[src/rtl/riscv_mem_pkg.sv]
// riscv_mem_pkg: shared state, owner encoding and default widths for the memory arbiter.
// Rev 1.0
`default_nettype none

package riscv_mem_pkg;

   localparam int DEF_ADDR_W = 32;
   localparam int DEF_DATA_W = 32;

   typedef enum logic [1:0] {
      IDLE     = 2'd0,
      GRANT_IF = 2'd1,
      GRANT_D  = 2'd2,
      RESP     = 2'd3
   } arb_state_e;

   typedef enum logic {
      OWNER_IF = 1'b0,
      OWNER_D  = 1'b1
   } owner_e;

endpackage

`default_nettype wire

[src/rtl/arb_timer.sv]
// arb_timer: memory wait counter, expired on the wait cycle that completes TIMEOUT cycles.
// Rev 1.0
`default_nettype none

module arb_timer #(
   parameter int TIMEOUT = 255
) (
   input  logic clk,
   input  logic reset,
   input  logic clear,
   input  logic enable,
   output logic expired
);

   localparam int CNT_W = $clog2(TIMEOUT + 1);

   logic [CNT_W-1:0] cnt_q, cnt_d;

   // cnt_q holds the wait cycles already spent, so this cycle is the TIMEOUT-th one.
   assign expired = enable && (cnt_q == CNT_W'(TIMEOUT - 1));

   always_comb begin
      cnt_d = cnt_q;
      if (clear) begin
         cnt_d = '0;
      end else if (enable && !expired) begin
         cnt_d = cnt_q + 1'b1;
      end
   end

   always_ff @(posedge clk or negedge reset) begin
      if (!reset) begin
         cnt_q <= '0;
      end else begin
         cnt_q <= cnt_d;
      end
   end

endmodule

`default_nettype wire

[src/rtl/mem_arbiter.sv]
// mem_arbiter: fetch/data arbiter for one shared memory port with starvation guard and timeout.
// Rev 1.0
`default_nettype none

module mem_arbiter
   import riscv_mem_pkg::*;
#(
   parameter int ADDR_W     = DEF_ADDR_W,
   parameter int DATA_W     = DEF_DATA_W,
   parameter int STREAK_MAX = 4,
   parameter int TIMEOUT    = 255
) (
   input  logic              clk,
   input  logic              reset,
   input  logic              if_req,
   input  logic [ADDR_W-1:0] if_addr,
   output logic              if_ack,
   output logic              if_err,
   output logic [DATA_W-1:0] if_rdata,
   input  logic              d_req,
   input  logic              d_we,
   input  logic [ADDR_W-1:0] d_addr,
   input  logic [DATA_W-1:0] d_wdata,
   output logic              d_ack,
   output logic              d_err,
   output logic [DATA_W-1:0] d_rdata,
   output logic              mem_req,
   output logic              mem_we,
   output logic [ADDR_W-1:0] mem_addr,
   output logic [DATA_W-1:0] mem_wdata,
   input  logic              mem_ready,
   input  logic [DATA_W-1:0] mem_rdata,
   output logic              busy
);

   localparam int STREAK_W = $clog2(STREAK_MAX + 1);

   arb_state_e          state_q, state_d;
   owner_e              owner_q, owner_d;
   logic [STREAK_W-1:0] streak_q, streak_d;
   logic                mem_req_q, mem_req_d, mem_we_q, mem_we_d;
   logic [ADDR_W-1:0]   mem_addr_q, mem_addr_d;
   logic [DATA_W-1:0]   mem_wdata_q, mem_wdata_d;
   logic                if_ack_q, if_ack_d, if_err_q, if_err_d;
   logic [DATA_W-1:0]   if_rdata_q, if_rdata_d;
   logic                d_ack_q, d_ack_d, d_err_q, d_err_d;
   logic [DATA_W-1:0]   d_rdata_q, d_rdata_d;
   logic                busy_q, busy_d;

   logic                in_grant, tmr_clear, tmr_enable, tmr_expired;
   logic                pick_d, cap_err;
   logic [DATA_W-1:0]   cap_data;

   assign in_grant   = (state_q == GRANT_IF) || (state_q == GRANT_D);
   assign tmr_clear  = !in_grant;
   assign tmr_enable = in_grant && !mem_ready;

   arb_timer #(
      .TIMEOUT (TIMEOUT)
   ) u_timer (
      .clk     (clk),
      .reset   (reset),
      .clear   (tmr_clear),
      .enable  (tmr_enable),
      .expired (tmr_expired)
   );

   always_comb begin
      state_d     = state_q;
      owner_d     = owner_q;
      streak_d    = streak_q;
      mem_req_d   = mem_req_q;
      mem_we_d    = mem_we_q;
      mem_addr_d  = mem_addr_q;
      mem_wdata_d = mem_wdata_q;
      if_ack_d    = 1'b0;
      if_err_d    = if_err_q;
      if_rdata_d  = if_rdata_q;
      d_ack_d     = 1'b0;
      d_err_d     = d_err_q;
      d_rdata_d   = d_rdata_q;
      // Data normally wins; a full streak hands the port to a waiting fetch.
      pick_d      = d_req && (!if_req || (streak_q != STREAK_W'(STREAK_MAX)));
      cap_err     = !mem_ready;
      cap_data    = (mem_ready && !mem_we_q) ? mem_rdata : '0;

      case (state_q)
         IDLE: begin
            if (if_req || d_req) begin
               mem_req_d = 1'b1;
               if (pick_d) begin
                  state_d     = GRANT_D;
                  owner_d     = OWNER_D;
                  mem_we_d    = d_we;
                  mem_addr_d  = d_addr;
                  mem_wdata_d = d_wdata;
                  if (if_req && (streak_q != STREAK_W'(STREAK_MAX))) begin
                     streak_d = streak_q + 1'b1;
                  end
               end else begin
                  state_d     = GRANT_IF;
                  owner_d     = OWNER_IF;
                  mem_we_d    = 1'b0;
                  mem_addr_d  = if_addr;
                  mem_wdata_d = '0;
                  streak_d    = '0;
               end
            end
         end
         GRANT_IF, GRANT_D: begin
            if (mem_ready || tmr_expired) begin
               state_d   = RESP;
               mem_req_d = 1'b0;
               mem_we_d  = 1'b0;
               if (owner_q == OWNER_IF) begin
                  if_ack_d   = 1'b1;
                  if_err_d   = cap_err;
                  if_rdata_d = cap_data;
               end else begin
                  d_ack_d   = 1'b1;
                  d_err_d   = cap_err;
                  d_rdata_d = cap_data;
               end
            end
         end
         RESP:    state_d = IDLE;
         default: state_d = IDLE;
      endcase

      busy_d = (state_d != IDLE);
   end

   always_ff @(posedge clk or negedge reset) begin
      if (!reset) begin
         state_q     <= IDLE;
         owner_q     <= OWNER_IF;
         streak_q    <= '0;
         mem_req_q   <= 1'b0;
         mem_we_q    <= 1'b0;
         mem_addr_q  <= '0;
         mem_wdata_q <= '0;
         if_ack_q    <= 1'b0;
         if_err_q    <= 1'b0;
         if_rdata_q  <= '0;
         d_ack_q     <= 1'b0;
         d_err_q     <= 1'b0;
         d_rdata_q   <= '0;
         busy_q      <= 1'b0;
      end else begin
         state_q     <= state_d;
         owner_q     <= owner_d;
         streak_q    <= streak_d;
         mem_req_q   <= mem_req_d;
         mem_we_q    <= mem_we_d;
         mem_addr_q  <= mem_addr_d;
         mem_wdata_q <= mem_wdata_d;
         if_ack_q    <= if_ack_d;
         if_err_q    <= if_err_d;
         if_rdata_q  <= if_rdata_d;
         d_ack_q     <= d_ack_d;
         d_err_q     <= d_err_d;
         d_rdata_q   <= d_rdata_d;
         busy_q      <= busy_d;
      end
   end

   assign if_ack    = if_ack_q;
   assign if_err    = if_err_q;
   assign if_rdata  = if_rdata_q;
   assign d_ack     = d_ack_q;
   assign d_err     = d_err_q;
   assign d_rdata   = d_rdata_q;
   assign mem_req   = mem_req_q;
   assign mem_we    = mem_we_q;
   assign mem_addr  = mem_addr_q;
   assign mem_wdata = mem_wdata_q;
   assign busy      = busy_q;

endmodule

`default_nettype wire

[config.mk]
export PLATFORM = sky130hd
export DESIGN_NAME = mem_arbiter
export DESIGN_NICKNAME = d
export VERILOG_FILES = /design/src/rtl/riscv_mem_pkg.sv /design/src/rtl/arb_timer.sv /design/src/rtl/mem_arbiter.sv
export SDC_FILE = /design/constraint.sdc
export NUM_CORES = 1
export LEC_CHECK = 0
export CORE_UTILIZATION = 47
export DETAILED_ROUTE_END_ITERATION = 12
export PLACE_DENSITY = 0.86
export SYNTH_ARGS = -nofsm -noshare
export SYNTH_HDL_FRONTEND = slang
export SYNTH_SLANG_ARGS = --single-unit
[constraint.sdc]
create_clock -name clk -period 3.7 [get_ports clk]
set_input_delay 0.74 -clock clk [delete_from_list [all_inputs] [get_ports clk]]
set_output_delay 0.74 -clock clk [all_outputs]
set_load 0.03 [all_outputs]
# Word level (Yosys, flattened, before mapping)
# Index checks and enable logic that the tools add are counted.
# W data, S select, Z words.
dict set report op_classes {
  bitwise 1
  muxes 24
  add_sub_neg 2
  reduce_logical 23
  n_eq_ne 9
}
# operator n
set op_table {}
lappend op_table {{$mux W32} 3}
lappend op_table {{$mux W8} 2}
lappend op_table {{$reduce_and A3 Y1} 4}
lappend op_table {{$mux W1} 11}
lappend op_table {{$add A8 B1 Y8 const B} 1}
lappend op_table {{$eq A8 B8 Y1 const B} 1}
lappend op_table {{$logic_and A1 B1 Y1} 6}
lappend op_table {{$mux W2} 3}
lappend op_table {{$mux W3} 2}
lappend op_table {{$pmux W2 S3} 1}
lappend op_table {{$eq A2 B2 Y1 const B} 2}
lappend op_table {{$logic_not A1 Y1} 4}
lappend op_table {{$logic_or A1 B1 Y1} 4}
lappend op_table {{$ne A2 B1 Y1 const B} 2}
lappend op_table {{$ne A2 B2 Y1 const B} 2}
lappend op_table {{$pmux W1 S2} 2}
lappend op_table {{$reduce_bool A2 Y1} 2}
lappend op_table {{$add A3 B1 Y3 const B} 1}
lappend op_table {{$ne A3 B3 Y1 const B} 1}
lappend op_table {{$eq A2 B1 Y1 const B} 1}
lappend op_table {{$logic_not A2 Y1} 1}
lappend op_table {{$reduce_and A2 Y1} 1}
lappend op_table {{$reduce_or A2 Y1} 1}
lappend op_table {{$not A1 Y1} 1}
dict set report word_totals {
  output_inout_bits 135
  ff_bits 149
  elab_cells 74
}

# Longest topological paths before layout
dict set report logic_depth {
  ltp_word 8
  mapped_depth 8
  mapped_depth_nobuf 5
}

# Modules after synthesis
# Synthesis repeated with hierarchy kept, for this count alone.
dict set report hier_totals {
  hier_cells 622
  hier_area_um2 6520.0
}
# module cells_each n_inst area_per_inst_um2
set by_module_without_submodules {}
lappend by_module_without_submodules {mem_arbiter 575 1 6030.8}
lappend by_module_without_submodules {arb_timer 47 1 489.2}

# Least setup slack after synthesis
# OpenSTA, ideal clock, no wires.
dict set report synth_path {
  path_type {input -> register}
  startpoint {input port if_req}
  endpoint {register state_q[1]}
  t_arrival_ns 1.621
  cell_stages 6
  path_buffers 3
  required_time_ns 3.574
  setup_slack_ns 1.953
  setup_time_ns 0.126
  path_cell_list {buf_4 -> nand3_2 -> buf_6 -> and2_4 -> buf_6 -> a311o_1}
}
dict set report synth_via {
  elab_chain_cells 6
  word_cells_on_any_way 7
  cone_classes {mux: 3; reduce/logical: 4}
}
# item line_no
set synth_rtl {}
lappend synth_rtl {{start: declaration} mem_arbiter.sv:15} ;# input logic if_req,
lappend synth_rtl {{$logic_not A1 Y1} mem_arbiter.sv:83} ;# pick_d = d_req && (!if_req || (streak_q != STREAK_W'(STREAK_MAX)));
lappend synth_rtl {{$logic_or A1 B1 Y1} mem_arbiter.sv:83}
lappend synth_rtl {{$logic_and A1 B1 Y1} mem_arbiter.sv:83}
lappend synth_rtl {{$mux W2} mem_arbiter.sv:91} ;# if (pick_d) begin
lappend synth_rtl {{$mux W2 (*)} mem_arbiter.sv:89} ;# if (if_req || d_req) begin
lappend synth_rtl {{$pmux W2 S3 (*)} mem_arbiter.sv:87} ;# case (state_q)
lappend synth_rtl {{named net state_d[1]} mem_arbiter.sv:38} ;# arb_state_e state_q, state_d;
lappend synth_rtl {{end signal: assignment} mem_arbiter.sv:150} ;# state_q <= state_d;
lappend synth_rtl {{end: declaration} mem_arbiter.sv:38}
# Mark *: on every way through the listed nets, which the timed path passes. The rest lies on a longest branch.
# A chain may end at the register's enable or synchronous reset.

# Worst setup path in the final report
dict set report layout_path {
  startpoint {register u_timer.cnt_q[0]}
  endpoint {register d_rdata_q[13], in the netlist d_rdata[13]}
}
dict set report layout_via {
  elab_chain_cells 4
}
# item line_no
set layout_rtl {}
lappend layout_rtl {{start: declaration} arb_timer.sv:17} ;# logic [CNT_W-1:0] cnt_q, cnt_d;
lappend layout_rtl {{start signal: assignment} arb_timer.sv:35} ;# cnt_q <= cnt_d;
lappend layout_rtl {{$eq A8 B8 Y1} arb_timer.sv:20} ;# assign expired = enable && (cnt_q == CNT_W'(TIMEOUT - 1));
lappend layout_rtl {{$logic_and A1 B1 Y1} arb_timer.sv:20}
lappend layout_rtl {{$logic_or A1 B1 Y1} mem_arbiter.sv:111} ;# if (mem_ready || tmr_expired) begin
lappend layout_rtl {{$reduce_and A3 Y1 (no line)} -}
lappend layout_rtl {{end signal: assignment} mem_arbiter.sv:162} ;# d_rdata_q <= d_rdata_d;
lappend layout_rtl {{end: declaration} mem_arbiter.sv:47} ;# logic [DATA_W-1:0] d_rdata_q, d_rdata_d;
# Every way passes these cells.

==> flow_metrics.env <==
export IMPL_num_io_pins=269
export IMPL_clock_sinks=149
export IMPL_cap_violations=0
export IMPL_dieArea_mm2=0.0146
export IMPL_end_kind="register"
export IMPL_cts_resized_gates=0
export IMPL_initial_core_util=0.481
export IMPL_sw_frac_of_total=0.420
export IMPL_fmaxAchievable_ghz=0.394
export IMPL_yosysMostFrequentCell="sky130_fd_sc_hd__dfrtp_1"
export IMPL_clock_power_share=0.178
export IMPL_post_drt_wl_per_cell_um=18.1
export IMPL_worstPathRequired_ns=3.99
export IMPL_place_port_buffers=268
export IMPL_ys_async_sr_fraction=1.00
export IMPL_startpoint_class="register"
export IMPL_grt_setup_unrepaired="false"
export IMPL_ys_ff_latch=149
export IMPL_cts_hold_fix_buffers=0
export IMPL_gpl_final_weighted_congestion=0.812
export IMPL_synth_top_area_frac=0.560
export IMPL_dominantRegCellSynth="sky130_fd_sc_hd__dfrtp_1"
export IMPL_ir_drop_uv=507
export IMPL_ant_diodes=0
export IMPL_run_status="completed"
export IMPL_syn_inst=651
export IMPL_via_per_inst=5.57
export IMPL_grt_remaining_overflow=0
export IMPL_pwr_share_seq=0.291
export IMPL_syn_cell_area_mm2=0.00666
export IMPL_layout_area_seq_mm2=0.00373
export IMPL_final_period_utilization=0.686
export IMPL_grt_max_degree=67
export IMPL_yosys_top_cells_area="sky130_fd_sc_hd__dfrtp_1 (56%), sky130_fd_sc_hd__a22oi_1 (7.2%), sky130_fd_sc_hd__o21ai_1 (5.0%)"
export IMPL_met1_usage=0.348
export IMPL_area_of_the_multi_input_gates_mm2=0.00236
export IMPL_grt_busiest_layer="met2"
export IMPL_finalSetupViolCount=0
export IMPL_synth_sequential_area_ratio=0.560
export IMPL_cp_arrival_ns=2.83
export IMPL_fin_tns_setup_ns=0
export IMPL_drt_iter0_drc=577
export IMPL_crit_path_max_fo=30
export IMPL_syn_mean_instance_area_um2=10.2
export IMPL_synth_edf_count=0
export IMPL_row_count=43
export IMPL_static_leakage_power_nw=4.47
export IMPL_final_area_mm2=0.00999
export IMPL_drt_total_wl_mm=19.7
export IMPL_timing_rr_start="u_timer.cnt_q[0]"
export IMPL_number_of_global_route_vias_before_repair=5918
export IMPL_postCtsSetupRepairBufs=0
export IMPL_area_delta_synth_final_pct=50.1
export IMPL_height_of_the_chip_um=121
export IMPL_setup_worst_path_start="u_timer.cnt_q[0]"
export IMPL_detail_route_antenna_nets=0
export IMPL_clock_skew_final_ns=0.00611
export IMPL_path_class="reg2reg"
export IMPL_global_route_wire_length_before_repair_mm=31.0
export IMPL_post_synth_num_cell_types=41
export IMPL_layout_filler_cells=997
export IMPL_drive_above_1_share=0.0540
export IMPL_clock_insertion_delay_worst_skew_ns=0.42
export IMPL_max_slew_margin=0.445
export IMPL_placement_cell_area_mm2=0.00941
export IMPL_slew_violations=0
export IMPL_cts_max_level=4
export IMPL_cts_made_buffers=17
export IMPL_cts_buffer_depth=2
export IMPL_synth_area_leader_cell="sky130_fd_sc_hd__dfrtp_1"
export IMPL_design_core_area_mm2=0.0138
export IMPL_cell_chosen_for_the_clock_root="sky130_fd_sc_hd__clkbuf_16"
export IMPL_hold_worst_slack_ns=0.303
export IMPL_net_switching_power_mw=4.03
export IMPL_globalRouteMet3Util=0.0578
export IMPL_p_int_mw=5.58
export IMPL_power_density_cell_area_mw_per_mm2=962
export IMPL_synth_warning_count=0
export IMPL_num_nets_final=1035
export IMPL_combPwrFrac=0.530
export IMPL_remaining_drc_errors=0
export IMPL_via_count=6054
export IMPL_synth_common_cells="sky130_fd_sc_hd__dfrtp_1 (149), sky130_fd_sc_hd__nand2_1 (77), sky130_fd_sc_hd__inv_1 (71)"
export IMPL_dp_hpwl_mm=13.3
export IMPL_drt_pass1_iter_count=5
export IMPL_grtUsageTotal=0.274
export IMPL_cts_tree="done"
export IMPL_grt_antenna_before_repair=0
export IMPL_syn_num_nets=790
export IMPL_globalRouteMet2Util=0.444
export IMPL_post_route_min_period_ns=2.54
export IMPL_worstMarginPinSlew_ns=0.829
export IMPL_die_width_um=121
export IMPL_hold_viol_final=0
export IMPL_worstHoldPathType="in2async"
export IMPL_cts_reportedPaths_clkPinSlew_ns=0.06
==> final cells by class <==
type	count	area share
Sequential cell	149	0.373
Timing Repair Buffer	284	0.282
Multi-Input combinational cell	372	0.237
Clock buffer	27	0.0523
Inverter	72	0.0270
Tap cell	180	0.0225
Clock inverter	3	0.00651
==> power groups by stage <==
stage,combinational [mW],sequential [mW],clock (mW)
finish,5.10,2.80,1.71
global route,5.47,2.88,1.81
CTS,5.13,2.79,1.74
detailed placement,5.10,2.81,0
global placement,4.98,2.78,0
floorplan,1.91,4.01,0
==> state kept, by name, summed over array words and instances, names as in the netlist, 2 cells and up <==
| register | count |
|---|---|
| state_q | 2 |
| u_timer.cnt_q | 8 |
| if_rdata | 32 |
| streak_q | 3 |
| mem_addr | 32 |
| mem_wdata | 32 |
| d_rdata | 32 |
==> worst max-delay path, cell delays in order (launching register included) <==
cell and delay [ns]:
sky130_fd_sc_hd__dfrtp_1 0.40, sky130_fd_sc_hd__inv_1 0.08, sky130_fd_sc_hd__ha_1 0.17, sky130_fd_sc_hd__nand4_1 0.44
sky130_fd_sc_hd__o21ai_4 0.84, sky130_fd_sc_hd__buf_4 0.37, sky130_fd_sc_hd__o21ai_1 0.10
==> cells by family (layout without fill, tap and decap cells) <==
| kind of cell | Yosys count | after routing | share of synthesized area |
|---|---|---|---|
| fa+ha+maj | 5 | 5 | 0.00940 |
| flops | 149 | 149 | 0.560 |
| buf+inv | 130 | 386 | 0.0898 |
| simple gates | 145 | 145 | 0.108 |
| mux | 4 | 4 | 0.00601 |
| compound gates | 218 | 218 | 0.227 |
==> final timing paths <==
kind                            endpoint  slack (ns)  depth (start not counted)
max                          d_rdata[13]        1.16                          6
min                        mem_wdata[19]        0.30                          1
max reg2reg                  d_rdata[13]        1.16                          6
min reg2reg                       if_err        0.49                          1
max in group asynchronous   if_rdata[19]        2.43                          2
min in group clk                  if_err        0.49                          1
==> metal layers <==
| layer | up-vias | wire (um) |
|---|---|---|
| met5 | - | 0 |
| met4 | 0 | 747 |
| met3 | 54 | 1120 |
| met2 | 242 | 9770 |
| met1 | 2949 | 8070 |
| li1 | 2809 | - |
==> per-stage QoR <==
stage	total power [mW]	utilization	setup WS, ns	std cells
floorplan	5.92	-	1.95	651
global placement	7.76	0.680	1.18	1057
detailed placement	7.91	0.680	1.12	1057
CTS	9.66	0.723	1.12	1087
global route	10.2	0.723	0.885	1087
finish	9.61	0.723	1.16	1087
==> layout by cell type, fill, tap and decap left out, drive strengths merged, types with 2 or more instances in the layout <==
| cell type | count |
|---|---|
| ha | 5 |
| buf | 17 |
| nand3 | 5 |
| nor2 | 5 |
| mux2i | 4 |
| nand2b | 4 |
| nor3 | 4 |
| a22o | 32 |
| clkbuf | 27 |
| a31oi | 2 |
| nand2 | 77 |
| and3 | 3 |
| clkdlybuf4s50 | 267 |
| and4b | 3 |
| a21oi | 2 |
| clkinv | 2 |
| o22a | 2 |
| bufinv | 2 |
| a22oi | 64 |
| inv | 71 |
| o211a | 2 |
| o2111ai | 2 |
| nand4 | 37 |
| dfrtp | 149 |
| and2 | 3 |
| o21ai | 72 |
| o21a | 2 |
| o211ai | 34 |
(Power assumes the default switching activity.)
